`src/rtl/gemm_mem_sequencer_if.sv`:
```
//============================================================================
// Module   : gemm_mem_sequencer_if
// Purpose  : Command, scratchpad-port and stream bundle of the GEMM sequencer
// Revision : 1.0
//============================================================================
`default_nettype none

interface gemm_mem_sequencer_if #(
    parameter int NUM_RAMS = 16,
    parameter int D_WID    = 8,
    parameter int CNT_WID  = 8
);
    logic               start;
    logic               dir;
    logic [31:0]        base_addr;
    logic [31:0]        stride;
    logic [CNT_WID-1:0] num_rows;
    logic [4:0]         row_len;
    logic               busy;
    logic               done;
    logic               err;

    logic               mem_en;
    logic               mem_rdwr;
    logic [4:0]         mem_control;
    logic [31:0]        mem_addr;
    logic [D_WID-1:0]   mem_wr_data [NUM_RAMS];
    logic [D_WID-1:0]   mem_rd_data [NUM_RAMS];

    logic               rd_valid;
    logic               rd_last;
    logic               rd_ready;
    logic [D_WID-1:0]   rd_data [NUM_RAMS];

    logic               wr_valid;
    logic               wr_ready;
    logic [D_WID-1:0]   wr_data [NUM_RAMS];

    modport master (
        output start, dir, base_addr, stride, num_rows, row_len,
        input  busy, done, err,
        input  mem_en, mem_rdwr, mem_control, mem_addr, mem_wr_data,
        output mem_rd_data,
        input  rd_valid, rd_last, rd_data,
        output rd_ready,
        output wr_valid, wr_data,
        input  wr_ready
    );

    modport slave (
        input  start, dir, base_addr, stride, num_rows, row_len,
        output busy, done, err,
        output mem_en, mem_rdwr, mem_control, mem_addr, mem_wr_data,
        input  mem_rd_data,
        output rd_valid, rd_last, rd_data,
        input  rd_ready,
        input  wr_valid, wr_data,
        output wr_ready
    );
endinterface

`default_nettype wire

```
`src/rtl/gemm_mem_sequencer.sv`:
```
//============================================================================
// Module   : gemm_mem_sequencer
// Purpose  : Strided row mover between the GEMM scratchpad port and streams
// Revision : 1.0
//============================================================================
`default_nettype none

module gemm_mem_sequencer #(
    parameter int NUM_RAMS = 16,
    parameter int D_WID    = 8,
    parameter int CNT_WID  = 8
) (
    input  wire logic            clk,
    input  wire logic            rst_n,
    gemm_mem_sequencer_if.slave  bus
);

    typedef enum logic [1:0] {
        IDLE  = 2'd0,
        READ  = 2'd1,
        WRITE = 2'd2
    } state_t;

    state_t             r_state;
    state_t             w_state_next;

    logic [31:0]        r_addr;
    logic [31:0]        r_stride;
    logic [CNT_WID-1:0] r_num_rows;
    logic [CNT_WID-1:0] r_issued;
    logic [4:0]         r_row_len;
    logic               r_inflight;
    logic               r_inflight_last;
    logic               r_err;
    logic               r_wr_done;

    logic [D_WID-1:0]   r_fifo [2][NUM_RAMS];
    logic [1:0]         r_fifo_last;
    logic               r_head;
    logic [1:0]         r_count;

    logic               w_cfg_ok;
    logic               w_accept;
    logic               w_reject;
    logic               w_rows_left;
    logic               w_last_row;
    logic               w_pop;
    logic               w_push;
    logic               w_tail;
    logic               w_rd_issue;
    logic               w_wr_issue;
    logic               w_issue;
    logic               w_rd_valid;

    assign w_cfg_ok    = (bus.num_rows != '0) && (bus.row_len != 5'd0) &&
                         (bus.row_len <= 5'(NUM_RAMS));
    assign w_accept    = (r_state == IDLE) && bus.start && w_cfg_ok;
    assign w_reject    = (r_state == IDLE) && bus.start && !w_cfg_ok;
    assign w_rows_left = (r_issued != r_num_rows);
    assign w_last_row  = (r_issued == r_num_rows - CNT_WID'(1));
    assign w_rd_valid  = (r_count != 2'd0);
    assign w_pop       = w_rd_valid && bus.rd_ready;
    assign w_push      = r_inflight;
    assign w_tail      = r_head ^ r_count[0];

    // Occupancy after this cycle's pop must leave room for every read in flight.
    assign w_rd_issue  = (r_state == READ) && w_rows_left &&
                         (({1'b0, r_count} + {2'b00, r_inflight} - {2'b00, w_pop}) < 3'd2);
    assign w_wr_issue  = (r_state == WRITE) && w_rows_left && bus.wr_valid;
    assign w_issue     = w_rd_issue || w_wr_issue;

    always_comb begin
        w_state_next = r_state;
        case (r_state)
            IDLE:    if (w_accept) w_state_next = bus.dir ? WRITE : READ;
            READ:    if (w_pop && r_fifo_last[r_head]) w_state_next = IDLE;
            WRITE:   if (w_wr_issue && w_last_row) w_state_next = IDLE;
            default: w_state_next = IDLE;
        endcase
    end

    always_comb begin
        bus.busy        = (r_state != IDLE);
        bus.done        = ((r_state == READ) && w_pop && r_fifo_last[r_head]) || r_wr_done;
        bus.err         = r_err;
        bus.wr_ready    = (r_state == WRITE) && w_rows_left;
        bus.rd_valid    = w_rd_valid;
        bus.rd_last     = w_rd_valid && r_fifo_last[r_head];
        bus.mem_en      = w_issue;
        bus.mem_rdwr    = w_wr_issue;
        bus.mem_control = w_issue ? r_row_len : 5'd0;
        bus.mem_addr    = w_issue ? r_addr : 32'd0;
        for (int i = 0; i < NUM_RAMS; i++) begin
            bus.mem_wr_data[i] = w_wr_issue ? bus.wr_data[i] : '0;
            bus.rd_data[i]     = r_fifo[r_head][i];
        end
    end

    always_ff @(posedge clk) begin
        if (!rst_n) begin
            r_state         <= IDLE;
            r_addr          <= 32'd0;
            r_stride        <= 32'd0;
            r_num_rows      <= '0;
            r_issued        <= '0;
            r_row_len       <= 5'd0;
            r_inflight      <= 1'b0;
            r_inflight_last <= 1'b0;
            r_err           <= 1'b0;
            r_wr_done       <= 1'b0;
            r_fifo_last     <= 2'b00;
            r_head          <= 1'b0;
            r_count         <= 2'd0;
        end else begin
            r_state         <= w_state_next;
            r_err           <= w_reject;
            r_wr_done       <= w_wr_issue && w_last_row;
            r_inflight      <= w_rd_issue;
            r_inflight_last <= w_rd_issue && w_last_row;

            if (w_accept) begin
                r_addr     <= bus.base_addr;
                r_stride   <= bus.stride;
                r_num_rows <= bus.num_rows;
                r_row_len  <= bus.row_len;
                r_issued   <= '0;
            end else if (w_issue) begin
                r_addr   <= r_addr + r_stride;
                r_issued <= r_issued + CNT_WID'(1);
            end

            if (w_push) r_fifo_last[w_tail] <= r_inflight_last;
            if (w_pop)  r_head <= ~r_head;
            case ({w_push, w_pop})
                2'b10:   r_count <= r_count + 2'd1;
                2'b01:   r_count <= r_count - 2'd1;
                default: r_count <= r_count;
            endcase
        end
    end

    // Payload storage carries no reset; occupancy alone decides validity.
    always_ff @(posedge clk) begin
        if (w_push) begin
            for (int i = 0; i < NUM_RAMS; i++) begin
                r_fifo[w_tail][i] <= bus.mem_rd_data[i];
            end
        end
    end

endmodule

`default_nettype wire

```
`src/flat_wrapper.sv`:
```
// flat-port wrapper written by rule: the top's interface ports become plain ports
module gemm_mem_sequencer_flat 
#(
    parameter int NUM_RAMS = 16,
    parameter int D_WID    = 8,
    parameter int CNT_WID  = 8
)
  (clk, rst_n, bus_start, bus_dir, bus_base_addr, bus_stride, bus_num_rows, bus_row_len, bus_busy, bus_done, bus_err, bus_mem_en, bus_mem_rdwr, bus_mem_control, bus_mem_addr, bus_mem_wr_data, bus_mem_rd_data, bus_rd_valid, bus_rd_last, bus_rd_data, bus_rd_ready, bus_wr_valid, bus_wr_data, bus_wr_ready);
  gemm_mem_sequencer_if #(.NUM_RAMS(NUM_RAMS), .D_WID(D_WID), .CNT_WID(CNT_WID)) bus_i ();
  input  wire logic clk;
  input  wire logic rst_n;
  input wire logic [$bits(bus_i.start)-1:0] bus_start;
  input wire logic [$bits(bus_i.dir)-1:0] bus_dir;
  input wire logic [$bits(bus_i.base_addr)-1:0] bus_base_addr;
  input wire logic [$bits(bus_i.stride)-1:0] bus_stride;
  input wire logic [$bits(bus_i.num_rows)-1:0] bus_num_rows;
  input wire logic [$bits(bus_i.row_len)-1:0] bus_row_len;
  output wire logic [$bits(bus_i.busy)-1:0] bus_busy;
  output wire logic [$bits(bus_i.done)-1:0] bus_done;
  output wire logic [$bits(bus_i.err)-1:0] bus_err;
  output wire logic [$bits(bus_i.mem_en)-1:0] bus_mem_en;
  output wire logic [$bits(bus_i.mem_rdwr)-1:0] bus_mem_rdwr;
  output wire logic [$bits(bus_i.mem_control)-1:0] bus_mem_control;
  output wire logic [$bits(bus_i.mem_addr)-1:0] bus_mem_addr;
  output wire logic [$bits(bus_i.mem_wr_data)-1:0] bus_mem_wr_data;
  input wire logic [$bits(bus_i.mem_rd_data)-1:0] bus_mem_rd_data;
  output wire logic [$bits(bus_i.rd_valid)-1:0] bus_rd_valid;
  output wire logic [$bits(bus_i.rd_last)-1:0] bus_rd_last;
  output wire logic [$bits(bus_i.rd_data)-1:0] bus_rd_data;
  input wire logic [$bits(bus_i.rd_ready)-1:0] bus_rd_ready;
  input wire logic [$bits(bus_i.wr_valid)-1:0] bus_wr_valid;
  input wire logic [$bits(bus_i.wr_data)-1:0] bus_wr_data;
  output wire logic [$bits(bus_i.wr_ready)-1:0] bus_wr_ready;
  assign bus_i.start = bus_start;
  assign bus_i.dir = bus_dir;
  assign bus_i.base_addr = bus_base_addr;
  assign bus_i.stride = bus_stride;
  assign bus_i.num_rows = bus_num_rows;
  assign bus_i.row_len = bus_row_len;
  assign bus_busy = bus_i.busy;
  assign bus_done = bus_i.done;
  assign bus_err = bus_i.err;
  assign bus_mem_en = bus_i.mem_en;
  assign bus_mem_rdwr = bus_i.mem_rdwr;
  assign bus_mem_control = bus_i.mem_control;
  assign bus_mem_addr = bus_i.mem_addr;
  assign bus_mem_wr_data = {>>{bus_i.mem_wr_data}};
  assign bus_i.mem_rd_data = {>>{bus_mem_rd_data}};
  assign bus_rd_valid = bus_i.rd_valid;
  assign bus_rd_last = bus_i.rd_last;
  assign bus_rd_data = {>>{bus_i.rd_data}};
  assign bus_i.rd_ready = bus_rd_ready;
  assign bus_i.wr_valid = bus_wr_valid;
  assign bus_i.wr_data = {>>{bus_wr_data}};
  assign bus_wr_ready = bus_i.wr_ready;
  gemm_mem_sequencer #(.NUM_RAMS(NUM_RAMS), .D_WID(D_WID), .CNT_WID(CNT_WID)) u_core (.clk(clk), .rst_n(rst_n), .bus(bus_i));
endmodule
```
`config.mk`:
```
export PLATFORM = sky130hd
export DESIGN_NAME = gemm_mem_sequencer_flat
export DESIGN_NICKNAME = d
export VERILOG_FILES = /design/src/rtl/gemm_mem_sequencer_if.sv /design/src/rtl/gemm_mem_sequencer.sv /design/src/flat_wrapper.sv
export SDC_FILE = /design/constraint.sdc
export NUM_CORES = 1
export LEC_CHECK = 0
export CAP_MARGIN = 20
export CORE_AREA = 2 2 249 251
export DETAILED_ROUTE_END_ITERATION = 7
export DIE_AREA = 0 0 251 253
export GPL_TIMING_DRIVEN = 0
export HOLD_SLACK_MARGIN = 0.06
export PLACE_DENSITY = 0.53
export SYNTH_ARGS = -nofsm -noshare
export SYNTH_HDL_FRONTEND = slang
export SYNTH_SLANG_ARGS = --single-unit
```
`constraint.sdc`:
```
create_clock -name clk -period 8.8 [get_ports clk]
set_input_delay 1.32 -clock clk [delete_from_list [all_inputs] [get_ports clk]]
set_output_delay 1.32 -clock clk [all_outputs]
set_load 0.01 [all_outputs]
```
# Yosys cells after proc, flatten, opt, wreduce, memory -nomap -nowiden
# Memories as Yosys holds them, arrays and structs flattened. A register that Yosys moved wholly into a read port is not among the register bits.
# Index checks and enable logic that the tools add are counted.
# totals
reg_bits	96
mem_bits_rw	256
in_bits	339
out_inout_bits	301
wordCells	102
memories	1
# classes
n_addsub	7
order_cmp	5
eq_ne	9
n_mux	35
bitwise_logic	3
reduce_logical	29
# memory_table
name	words	width	read_ports	rd_ports_with_merged_regs	write_ports	line	source
u_core.r_fifo	2	128	1	1	1	gemm_mem_sequencer.sv:37	logic [D_WID-1:0] r_fifo [2][NUM_RAMS];
# ops
operator	n
2-to-1 mux 8 bit	16
2-to-1 mux 32 bit	3
adder 32 bit	1
logical AND 1 bit	17
adder 8 x 1 -> 8 bit, second input constant	1
equality test 8 bit	1
2-to-1 mux 2 bit	4
!= test 8 bit	1
nonzero test 2 bit	4
nonzero test 8 bit	1
subtractor 8 x 1 -> 8 bit, second input constant	1
2-to-1 mux 1 bit	7
case mux 2 bit (3 select lines)	1
less-or-equal comparator 5 bit, second input constant	1
2-to-1 mux 5 bit	1
nonzero test 5 bit	1
equality test 2 x 1 -> 1 bit, second input constant	2
equality test 2 bit, second input constant	2
less-than comparator 1 x 2 -> 1 bit, second input constant	2
!= test 2 bit, second input constant	2
case mux 2 bit (2 select lines)	1
adder 2 x 1 -> 3 bit	1
less-than comparator 3 x 2 -> 1 bit, second input constant	1
AND reduction 3 bit	1
other kinds (13)	15

# Depth between registers and ports, before layout
# Gate-level depths: netlist of run 1.
# logic_depth
depth_word	8
mapped_depth	17
mapped_depth_nobuf	15

# Least setup slack after synthesis of run 1
# No wires, ideal clock.
# synth_timing
path_type	reg-to-reg
startpoint	register u_core.r_count[0]
endpoint	memory u_core.r_fifo[1][0] (netlist name) (enable)
setup_time_ps	618
t_arrival_ps	6019
required_time_ps	8182
setup_slack_ps	2163
path_stages_with_launch	4
path_buffers	1
synth_period_minus_slack_ps	6637
path_cell_list	dfxtp_1 -> clkbuf_1 -> xnor2_1 -> nor2_1
# synth_between
elab_chain_cells	1
# synth_rtl
item	line	source
from (decl)	gemm_mem_sequencer.sv:40	logic [1:0] r_count;
from (signal assigned)	gemm_mem_sequencer.sv:135	2'b10: r_count <= r_count + 2'd1;
from (signal assigned)	gemm_mem_sequencer.sv:136	2'b01: r_count <= r_count - 2'd1;
from (signal assigned)	gemm_mem_sequencer.sv:137	default: r_count <= r_count;
bitwise XOR 1 bit	gemm_mem_sequencer.sv:64	assign w_tail = r_head ^ r_count[0];
to (decl)	gemm_mem_sequencer.sv:37	
# No other way between the ends.

# Final worst setup path of run 1
# layout_timing
startpoint	input bus_rd_ready
endpoint	output bus_mem_addr[26]
# layout_between
elab_chain_cells	6
# layout_rtl
item	line	source
from (decl)	flat_wrapper.sv:30	input wire logic [$bits(bus_i.rd_ready)-1:0] bus_rd_ready;
logical AND 1 bit	gemm_mem_sequencer.sv:62	assign w_pop = w_rd_valid && bus.rd_ready;
named net u_core.w_pop	gemm_mem_sequencer.sv:47	logic w_pop;
subtractor 3 x 1 -> 3 bit	gemm_mem_sequencer.sv:68	(({1'b0, r_count} + {2'b00, r_inflight} - {2'b00, w_pop}) < 3'd2);
less-than comparator 3 x 2 -> 1 bit	gemm_mem_sequencer.sv:68	
logical AND 1 bit	gemm_mem_sequencer.sv:67	assign w_rd_issue = (r_state == READ) && w_rows_left &&
logical OR 1 bit	gemm_mem_sequencer.sv:70	assign w_issue = w_rd_issue || w_wr_issue;
2-to-1 mux 32 bit	gemm_mem_sequencer.sv:92	bus.mem_addr = w_issue ? r_addr : 32'd0;
to (decl)	flat_wrapper.sv:24	output wire logic [$bits(bus_i.mem_addr)-1:0] bus_mem_addr;
# The timed path passes the listed nets, and every way through them passes these cells.

==> impl_metrics.json, run 1 <==
{
  "status": "finished clean",
  "syn_area_um2": 16000,
  "crit_required_ns": 7.48,
  "grt_usage_pct": 20.6,
  "placementRows": 91,
  "clk_latency_ns": 0.56,
  "cts_max_path_buffers": 3,
  "ioPinCount": 640,
  "die-area_um2": 63500,
  "finalHoldViolations": 0,
  "cts_setup_buffers": 0,
  "overflow": 0,
  "antenna_found_initial": 20,
  "met1_length_mm": 27.4,
  "synth-warning-count": 0,
  "root_buffer": "clkbuf_16",
  "tightest_slew_ns": 1.02,
  "vias": 13300,
  "synth.ff_latch_count": 353,
  "rsz0062_at_grt": "false",
  "avgSynthCellArea_um2": 12.2,
  "area_delta_synth_final_pct": 56.1,
  "dp_slack_ns": 2.30,
  "finalSetupTns_ns": 0,
  "highest_layer": "met5",
  "drv_cap": 0,
  "start_util_pct": 26.2,
  "skew_ns": 0.0158,
  "drc": 0,
  "n_fill_cell": 5873,
  "clock_sinks": 353,
  "syn_nets": 1691,
  "cp_slowest_cell": "clkdlybuf4s50_1",
  "grt_max_degree": 29,
  "fmax_mhz": 155,
  "wl_met3_mm": 8.24,
  "async_flop_share_pct": 0,
  "seq_area_um2": 9630,
  "finalWeightedCongestion": 0.897,
  "cts-resized-gates": 0,
  "wl_met2_mm": 30.8,
  "port_buffers": 638,
  "final_max_slew_viol_count": 0,
  "period_minus_slack_ns": 6.47,
  "grt_pass1_wl_mm": 94.7,
  "path_cells": "clkdlybuf4s50_1 -> and2_1 -> ha_1 -> nand2b_1 -> fa_1 -> xnor2_1 -> nand4b_1 -> o21ba_2 -> nor2_4 -> inv_2 -> buf_6 -> clkbuf_1 -> and2_1 -> clkdlybuf4s50_1",
  "drtIter0Drc": 1113,
  "drt_pass1_iterations": 5,
  "ir_drop_mv": 0.114,
  "postCtsHoldBufs": 0,
  "p_per_area_nw_per_um2": 169,
  "max-slew-margin-rel_pct": 31.9,
  "cpPeakStageDelay_ns": 0.58,
  "setup-violations-final": 0,
  "synth_enable_flop_cells": 256,
  "seq_area_frac_synth_pct": 60.2,
  "layout.cells.non_filler": 2836,
  "synth.distinct_cells": 68,
  "power.leakage_nw": 8.77,
  "dp_cells": 2753,
  "dpl.hpwl_mm": 54.3,
  "drt-total-wl_mm": 68.0,
  "nets": 2384,
  "path_max_fanout": 10,
  "vias_per_cell": 4.69,
  "synthCells": 1315,
  "numCtsBuffers": 43,
  "die_w_um": 251,
  "htree_levels": 2,
  "synthFlopType": "edfxtp_1",
  "clk_pin_slew_ns": 0.06,
  "startpoint_type": "input pin",
  "grt_pass1_vias": 13400,
  "hold_class": "reg2reg",
  "total_power_mw": 4.20,
  "core_area_um2": 61000,
  "crit_type": "in2out",
  "critPathCaptureType": "output pin",
  "crit_arrival_ns": 5.15,
  "fp.dieH_um": 253,
  "cts_tree": "done",
  "fin_hold_ws_ns": 0.449,
  "ant_nets": 0,
  "multiInputGateArea_um2": 6000,
  "post-route-period-util_pct": 73.5,
  "wl_per_cell_um": 24.0,
  "final_layout_size_suffix_gt1_share_pct": 11.1,
  "fin_ws_ns": 2.33
}
-- kinds of logic (layout without fill, tap and decap cells) --
logic type / Yosys count / after routing / synth area share, %
compound gates: 227 / 227 / 8.84
xor+xnor: 47 / 47 / 2.58
fa+ha+maj: 37 / 37 / 2.99
buf+inv: 88 / 815 / 2.33
flops: 353 / 353 / 60.2
mux: 132 / 132 / 9.28
other cells: 0 / 4 / 0
simple gates: 431 / 431 / 13.7
-- through the flow --
step                util [%]  cell area, um^2
global placement        38.3            23400
detailed placement      38.6            23600
floorplan                  -            16000
global route            40.9            24900
finish                  40.9            24900
CTS                     40.9            24900
-- cell type report --
class                           count  area share [%]
Timing Repair Buffer              648            26.4
Sequential cell                   353            38.6
Clock buffer                       51            4.52
Inverter                           17           0.256
Tap cell                          790            3.96
Buffer                             71            1.24
Multi-Input combinational cell    874            24.0
Antenna cell                        4          0.0401
Clock inverter                     28           0.948
-- cell usage after synthesis (2+ instances only) --
library cell | instances | area [um^2]
a211oi_1 | 6 | 45.0
a221oi_2 | 2 | 30.0
mux2i_1 | 3 | 30.0
o21ai_1 | 2 | 10.0
and4_1 | 2 | 17.5
inv_1 | 16 | 60.1
o2bb2ai_1 | 2 | 17.5
ha_1 | 35 | 438
or3_1 | 5 | 31.3
and2_1 | 168 | 1050
buf_2 | 4 | 20.0
clkbuf_1 | 60 | 225
nor3_1 | 14 | 70.1
buf_4 | 2 | 15.0
xnor2_1 | 24 | 210
a311oi_1 | 10 | 87.6
nor2_1 | 49 | 184
nand4_1 | 6 | 37.5
o21a_1 | 9 | 67.6
xor2_1 | 23 | 201
nand3_1 | 11 | 55.1
mux2_2 | 129 | 1450
a21o_1 | 13 | 97.6
o31ai_1 | 2 | 15.0
a21oi_1 | 104 | 521
o21bai_1 | 3 | 22.5
dfxtp_1 | 97 | 1940
o21ai_0 | 36 | 180
edfxtp_1 | 256 | 7690
nand2_1 | 148 | 556
buf_6 | 4 | 45.0
o221ai_1 | 2 | 17.5
a31oi_1 | 10 | 62.6
and3_1 | 9 | 56.3
o211ai_1 | 8 | 60.1
nor4_1 | 4 | 25.0
fa_1 | 2 | 40.0
nor2b_1 | 5 | 31.3
-- power by group --
group | internal (mW) | switching, mW | total (mW)
registers | 1.83 | 0.0277 | 1.85
clock network | 1.01 | 0.715 | 1.72
logic | 0.330 | 0.298 | 0.628
total | 3.16 | 1.04 | 4.20
-- layout by cell type (no fill, tap or decap), types with 6 or more instances in the layout --
| cell type | instances |
|---|---|
| a311oi_1 | 10 |
| nor2_1 | 47 |
| clkinv_2 | 8 |
| xnor2_1 | 24 |
| and2_1 | 168 |
| nand2_1 | 148 |
| a211oi_1 | 6 |
| nand3_1 | 11 |
| and3_1 | 9 |
| a21oi_1 | 104 |
| clkinv_1 | 10 |
| buf_12 | 10 |
| xor2_1 | 23 |
| o21ai_0 | 36 |
| inv_1 | 16 |
| dfxtp_1 | 97 |
| edfxtp_1 | 256 |
| clkbuf_16 | 44 |
| clkbuf_1 | 67 |
| a31oi_1 | 10 |
| a21o_1 | 13 |
| nor3_1 | 14 |
| clkdlybuf4s50_1 | 638 |
| mux2_2 | 129 |
| ha_1 | 35 |
| nand4_1 | 6 |
| o21a_1 | 9 |
| o211ai_1 | 8 |
-- metal layers --
| metal | up-vias | track usage [%] |
|---|---|---|
| li1 | 6136 | - |
| met1 | 6424 | 25.9 |
| met2 | 632 | 33.0 |
| met3 | 101 | 8.67 |
| met4 | 8 | 4.23 |
| met5 | - | 0 |
-- critical path: cells and delay by family --
kind / cells / cell delay (ns)
buffers and inverters: 5 / 1.84
XOR/XNOR: 1 / 0.14
adder cells (fa/ha/maj): 2 / 0.68
AO/OA/AOI/OAI: 1 / 0.28
AND/OR/NAND/NOR: 5 / 0.88
-- sequential cells by signal, summed over array words and instances (netlist names), named ones only --
register / flops
u_core.r_row_len: 5
u_core.r_issued: 8
u_core.r_inflight_last: 1
u_core.bus.err: 1
u_core.r_num_rows: 8
u_core.r_stride: 32
u_core.r_head: 1
u_core.r_fifo_last: 2
u_core.r_inflight: 1
u_core.r_addr: 32
u_core.r_fifo: 256
u_core.r_count: 2
u_core.r_state: 2
u_core.r_wr_done: 1
-- path summary, 6_finish.rpt --
check                            from                  end  slack [ns]  cells after the start
hold / removal    u_core.r_row_len[4]  u_core.r_row_len[4]        0.45                      2
hold reg to reg   u_core.r_row_len[4]  u_core.r_row_len[4]        0.45                      2
setup / recovery         bus_rd_ready     bus_mem_addr[26]        2.33                     14
setup reg to reg    u_core.r_count[0]     u_core.r_addr[6]        5.22                     16
No activity file was read; power rests on OpenSTA's default activity.
==> run 2, diff against run 1 <==
- PLACE_DENSITY: 0.53 -> 0.55
- clock period: 8.8 -> 5.3 ns (I/O delays scaled with it)
==> run 2 against run 1 <==
  * Cell area rose by 0.27%
  * Cell count rose by 0.11%
  * Global-route usage barely moved
  * Clock-buffer cell count fell by 1
  * Clock skew rose by 0.025 ns
==> impl_metrics.json, run 2 (same netlist as run 1, synthesis figures left out) <==
{
  "status": "finished clean",
  "p_int_mw": 5.32,
  "final_layout_size_suffix_gt1_share_pct": 11.3,
  "finalSetupTns_ns": 0,
  "fin_ws_ns": 0.250,
  "overflow": 0,
  "switching_share_pct": 24.6,
  "final_max_slew_viol_count": 0,
  "port_buffers": 638,
  "ant_nets": 0,
  "ioPinCount": 640,
  "total_power_mw": 7.06,
  "fp.dieH_um": 253,
  "dpl_cell_area_um2": 23600,
  "dp_cells": 2753,
  "critPathCaptureType": "output pin",
  "largest_register": "u_core.r_fifo",
  "rrSetupSlack_ns": 2.10,
  "layout.cells.non_filler": 2839,
  "switching_power_mw": 1.74,
  "mostFrequentLayoutCell": "clkdlybuf4s50_1",
  "grt_pass1_wl_mm": 94.3,
  "htree_levels": 2,
  "combPwrFrac_pct": 14.7,
  "finalWeightedCongestion": 0.921,
  "root_buffer": "clkbuf_16",
  "fin_hold_ws_ns": 0.456,
  "cts_max_path_buffers": 3,
  "power.leakage_nw": 8.78,
  "drt_pass1_iterations": 7,
  "nets": 2382,
  "vias": 13200,
  "path_max_fanout": 10,
  "reg_top3": "u_core.r_fifo x256, u_core.r_addr x32, u_core.r_stride x32",
  "die_w_um": 251,
  "clock_sinks": 353,
  "skew_ns": 0.0411,
  "cts_tree": "done",
  "drv_cap": 0,
  "p_per_area_nw_per_um2": 282,
  "numCtsBuffers": 42,
  "vias_per_cell": 4.63,
  "grt_max_degree": 31,
  "stdcell_area_um2": 25000,
  "drt-total-wl_mm": 68.3,
  "drtIter0Drc": 954,
  "startpoint_type": "input pin",
  "dpl.hpwl_mm": 54.3,
  "area_delta_synth_final_pct": 56.5,
  "pwr-share-seq_pct": 43.6,
  "rsz0062_at_grt": "false",
  "die-area_um2": 63500,
  "hold_class": "reg2reg",
  "wl_per_cell_um": 24.1,
  "largest_reg_flops": 256,
  "clk_latency_ns": 0.58,
  "finalHoldViolations": 0,
  "post-route-period-util_pct": 95.3,
  "grt_pass1_vias": 13500,
  "dp_slack_ns": -0.149,
  "crit_arrival_ns": 4.25,
  "grt_usage_pct": 20.6,
  "placementRows": 91,
  "antenna_found_initial": 18,
  "layout_common_cells": "clkdlybuf4s50_1, edfxtp_1, and2_1",
  "postCtsHoldBufs": 0,
  "setup-violations-final": 0,
  "final_util_pct": 41.0,
  "tightest_slew_ns": 0.881,
  "max-slew-margin-rel_pct": 39.7,
  "clk_pin_slew_ns": 0.06,
  "crit_type": "in2out",
  "start_util_pct": 26.2,
  "ir_drop_mv": 0.182,
  "period_minus_slack_ns": 5.05,
  "clkPwrFrac_pct": 41.7,
  "fmax_mhz": 198,
  "core_area_um2": 61000,
  "drc": 0,
  "crit_required_ns": 4.51
}
## run 2: cell count changes in the layout (fill, tap and decap cells not counted), sizes merged
cell      before  now
clkinvlp       0    5
diode          4   10
clkbuf       111  107
bufinv         3    5
buf           21   23
clkinv        23   13
inv           19   21
## run 2: path summary, 6_finish.rpt
check | end | depth (start not counted) | startpoint
setup / recovery | bus_mem_addr[29] | 14 | bus_rd_ready
hold / removal | u_core.r_row_len[4] | 2 | u_core.r_row_len[4]
setup reg to reg | u_core.r_addr[16] | 14 | u_core.r_count[0]
hold reg to reg | u_core.r_row_len[4] | 2 | u_core.r_row_len[4]
## run 2: what timing repair did
action,in CTS,in global routing
endpoints found under the setup margin,28,28
setup buffers,0,0
resized for setup,2,8
hold endpoints to repair,0,0
## run 2: cell type report
| class | count | area (um^2) |
|---|---|---|
| Tap cell | 790 | 988 |
| Clock inverter | 27 | 294 |
| Buffer | 70 | 312 |
| Fill cell | 5888 | 36000 |
| Inverter | 17 | 63.8 |
| Sequential cell | 353 | 9630 |
| Clock buffer | 50 | 1100 |
| Antenna cell | 10 | 25.0 |
| Timing Repair Buffer | 648 | 6600 |
| Multi-Input combinational cell | 874 | 6000 |
## run 2: power by group through the flow
stage	clock network [mW]	registers, mW	logic (mW)
after global placement	0	3.14	1.02
after floorplan	0	3.12	0.440
after detailed placement	0	3.14	1.04
after CTS	3.03	3.08	1.04
final	2.94	3.08	1.04
after global routing	3.14	3.09	1.11
## run 2: worst max-delay path, cell delays in order
cell	delay, ns
clkdlybuf4s50_1	0.43
and2_2	0.22
ha_1	0.34
nand2b_1	0.17
fa_1	0.38
xnor2_1	0.14
nand4b_1	0.13
o21ba_2	0.28
nor2_4	0.07
inv_2	0.13
buf_6	0.16
buf_4	0.21
and2_1	0.23
clkdlybuf4s50_1	0.57
## run 2: layer usage
layer	wire [um]	part of all wire [%]	global-route usage [%]	up-vias
li1	-	-	-	6132
met1	28500	42	26.3	6322
met2	30800	45	32.1	608
met3	7620	11	8.45	83
met4	1330	2.0	5.48	6
met5	35	0.051	0	-
==> run 3, diff against run 2 <==
- TNS_END_PERCENT: default -> 5
==> run 3 against run 2 <==
  * Cell area down 0.17%
  * Via count up 0.78%
  * Clock power shrank 3%
  * Total power shrank 1.3%
  * Sequential share of layout area grew 0.061 points
  * Clock skew shrank 0.026 ns
  * Critical path depth is the same
  * Worst hold slack worse by 0.00095 ns
  * First-iteration DRC count rose by 2.0%
  * Sequential power about the same
  * Die area did not move
  * Non-clock buffer count up 1
  * Highest routed layer unchanged
==> impl_metrics.json, run 3 (same netlist as run 1, synthesis figures left out) <==
{
  "grt_max_degree": 31,
  "tightest_slew_ns": 0.966,
  "antenna_found_initial": 29,
  "finalWeightedCongestion": 0.893,
  "core_area_um2": 61000,
  "rsz0062_at_grt": "false",
  "crit_type": "in2out",
  "largest_register": "u_core.r_fifo",
  "startpoint_type": "input pin",
  "overflow": 0,
  "final_layout_size_suffix_gt1_share_pct": 11.3,
  "final_max_slew_viol_count": 0,
  "r2r_cells": 16,
  "layout_common_cells": "clkdlybuf4s50_1, edfxtp_1, and2_1",
  "rrSetupSlack_ns": 1.90,
  "r2r-end": "u_core.r_addr[18]",
  "clk_latency_ns": 0.56,
  "dp_cells": 2753,
  "final_util_pct": 40.9,
  "grt_usage_pct": 20.2,
  "path_max_fanout": 10,
  "ant_nets": 0,
  "layout.cells.non_filler": 2840,
  "power.leakage_nw": 8.83,
  "fp.dieH_um": 253,
  "mostFrequentLayoutCell": "clkdlybuf4s50_1",
  "finalSetupTns_ns": 0,
  "skew_ns": 0.0154,
  "cts_tree": "done",
  "cts_max_path_buffers": 3,
  "crit_arrival_ns": 4.33,
  "clock_sinks": 353,
  "ioPinCount": 640,
  "wl_per_cell_um": 23.7,
  "crit_required_ns": 4.51,
  "post-route-period-util_pct": 96.6,
  "dpl.hpwl_mm": 53.4,
  "p_per_area_nw_per_um2": 279,
  "period_minus_slack_ns": 5.12,
  "ir_drop_mv": 0.194,
  "drt_pass1_iterations": 7,
  "start_util_pct": 26.2,
  "cp_slowest_cell": "clkdlybuf4s50_1",
  "whs_endpoint": "u_core.r_row_len[2]",
  "whs_path_depth": 2,
  "critPathCaptureType": "output pin",
  "port_buffers": 638,
  "min_from": "u_core.r_row_len[2]",
  "finalHoldViolations": 0,
  "nets": 2383,
  "hold_class": "reg2reg",
  "htree_levels": 2,
  "largest_reg_flops": 256,
  "drv_cap": 0,
  "numCtsBuffers": 42,
  "cpPeakStageDelay_ns": 0.58,
  "placementRows": 91,
  "status": "finished clean",
  "reg2reg_from": "u_core.r_count[0]",
  "reg_top3": "u_core.r_fifo x256, u_core.r_addr x32, u_core.r_stride x32",
  "grt_pass1_wl_mm": 92.7,
  "grt_pass1_vias": 13400,
  "path_cells": "clkdlybuf4s50_1 -> and2_1 -> ha_1 -> nand2b_1 -> fa_1 -> xnor2_1 -> nand4b_1 -> o21ba_2 -> nor2_4 -> inv_2 -> buf_6 -> buf_6 -> and2_1 -> clkdlybuf4s50_1",
  "drt-total-wl_mm": 67.3,
  "fmax_mhz": 195,
  "max-slew-margin-rel_pct": 33.9,
  "drtIter0Drc": 973,
  "die-area_um2": 63500,
  "area_delta_synth_final_pct": 56.2,
  "root_buffer": "clkbuf_16",
  "cts_setup_buffers": 0,
  "setup-violations-final": 0,
  "postCtsHoldBufs": 0,
  "drc": 0,
  "vias_per_cell": 4.67,
  "clk_pin_slew_ns": 0.06,
  "vias": 13300,
  "die_w_um": 251
}
run 3: cell count changes in the layout (fill, tap and decap cells not counted), sizes merged:
cell	delta
clkdlybuf4s50	-3
inv	-2
clkinvlp	-4
bufinv	-2
buf	-1
clkbuf	+6
clkinv	+5
dlymetal6s2s	+3
diode	-1
run 3: final cells by class:
class / instances / area, um^2
Inverter: 17 / 63.8
Clock inverter: 24 / 205
Buffer: 71 / 322
Fill cell: 5880 / 36100
Multi-Input combinational cell: 874 / 6000
Tap cell: 790 / 988
Timing Repair Buffer: 648 / 6590
Antenna cell: 9 / 22.5
Clock buffer: 54 / 1150
Sequential cell: 353 / 9630
run 3: metrics by stage:
| stage | setup slack, ns | hold WS [ns] | area, um^2 | power (mW) |
|---|---|---|---|---|
| 5_1_grt | 0.00118 | 0.472 | 25000 | 7.23 |
| 6_report | 0.179 | 0.455 | 25000 | 6.97 |
| 4_1_cts | 0.0351 | 0.453 | 24900 | 7.07 |
| 3_5_place_dp | -0.126 | 0.445 | 23600 | 4.17 |
| 3_3_place_gp | -5.83 | 0.441 | 23400 | 4.17 |
| 2_1_floorplan | -1.33 | 0.432 | 16000 | 3.56 |
run 3: critical path, delay by kind of cell:
kind	cells	cell delay [ns]
buf+inv	5	1.52
xor+xnor	1	0.15
fa+ha+maj	2	0.68
compound gates	1	0.29
simple gates	5	0.88
run 3: power breakdown:
part	switching (mW)	internal, mW
clock network	1.17	1.68
registers	0.0471	3.03
logic	0.494	0.549
run 3: repair_timing:
action,4_1_cts,5_1_grt
gates resized for setup,4,12
endpoints found under the hold margin,0,0
endpoints found under the setup margin,28,34
pin swaps,0,0
run 3: worst max path at each step:
stage,to,startpoint,cells after the start,slack (ns)
3_3_place_gp,u_core.r_fifo[0][12],u_core.r_count[0],3,-5.83
5_1_grt,bus_mem_addr[3],u_core.r_count[0],16,0.001
4_1_cts,bus_mem_addr[27],u_core.r_count[0],16,0.04
2_1_floorplan,u_core.r_fifo[0][0],u_core.r_count[0],3,-1.33
6_report,bus_mem_addr[3],bus_rd_ready,14,0.18
3_5_place_dp,bus_mem_addr[27],bus_rd_ready,14,-0.13
run 3: routing by layer:
| metal | part of all wire, % | track usage (%) | vias up |
|---|---|---|---|
| li1 | - | - | 6136 |
| met1 | 40 | 24.5 | 6305 |
| met2 | 44 | 31.4 | 677 |
| met3 | 12 | 9.09 | 112 |
| met4 | 3.3 | 7.60 | 24 |
| met5 | 0.33 | 1.00 | - |
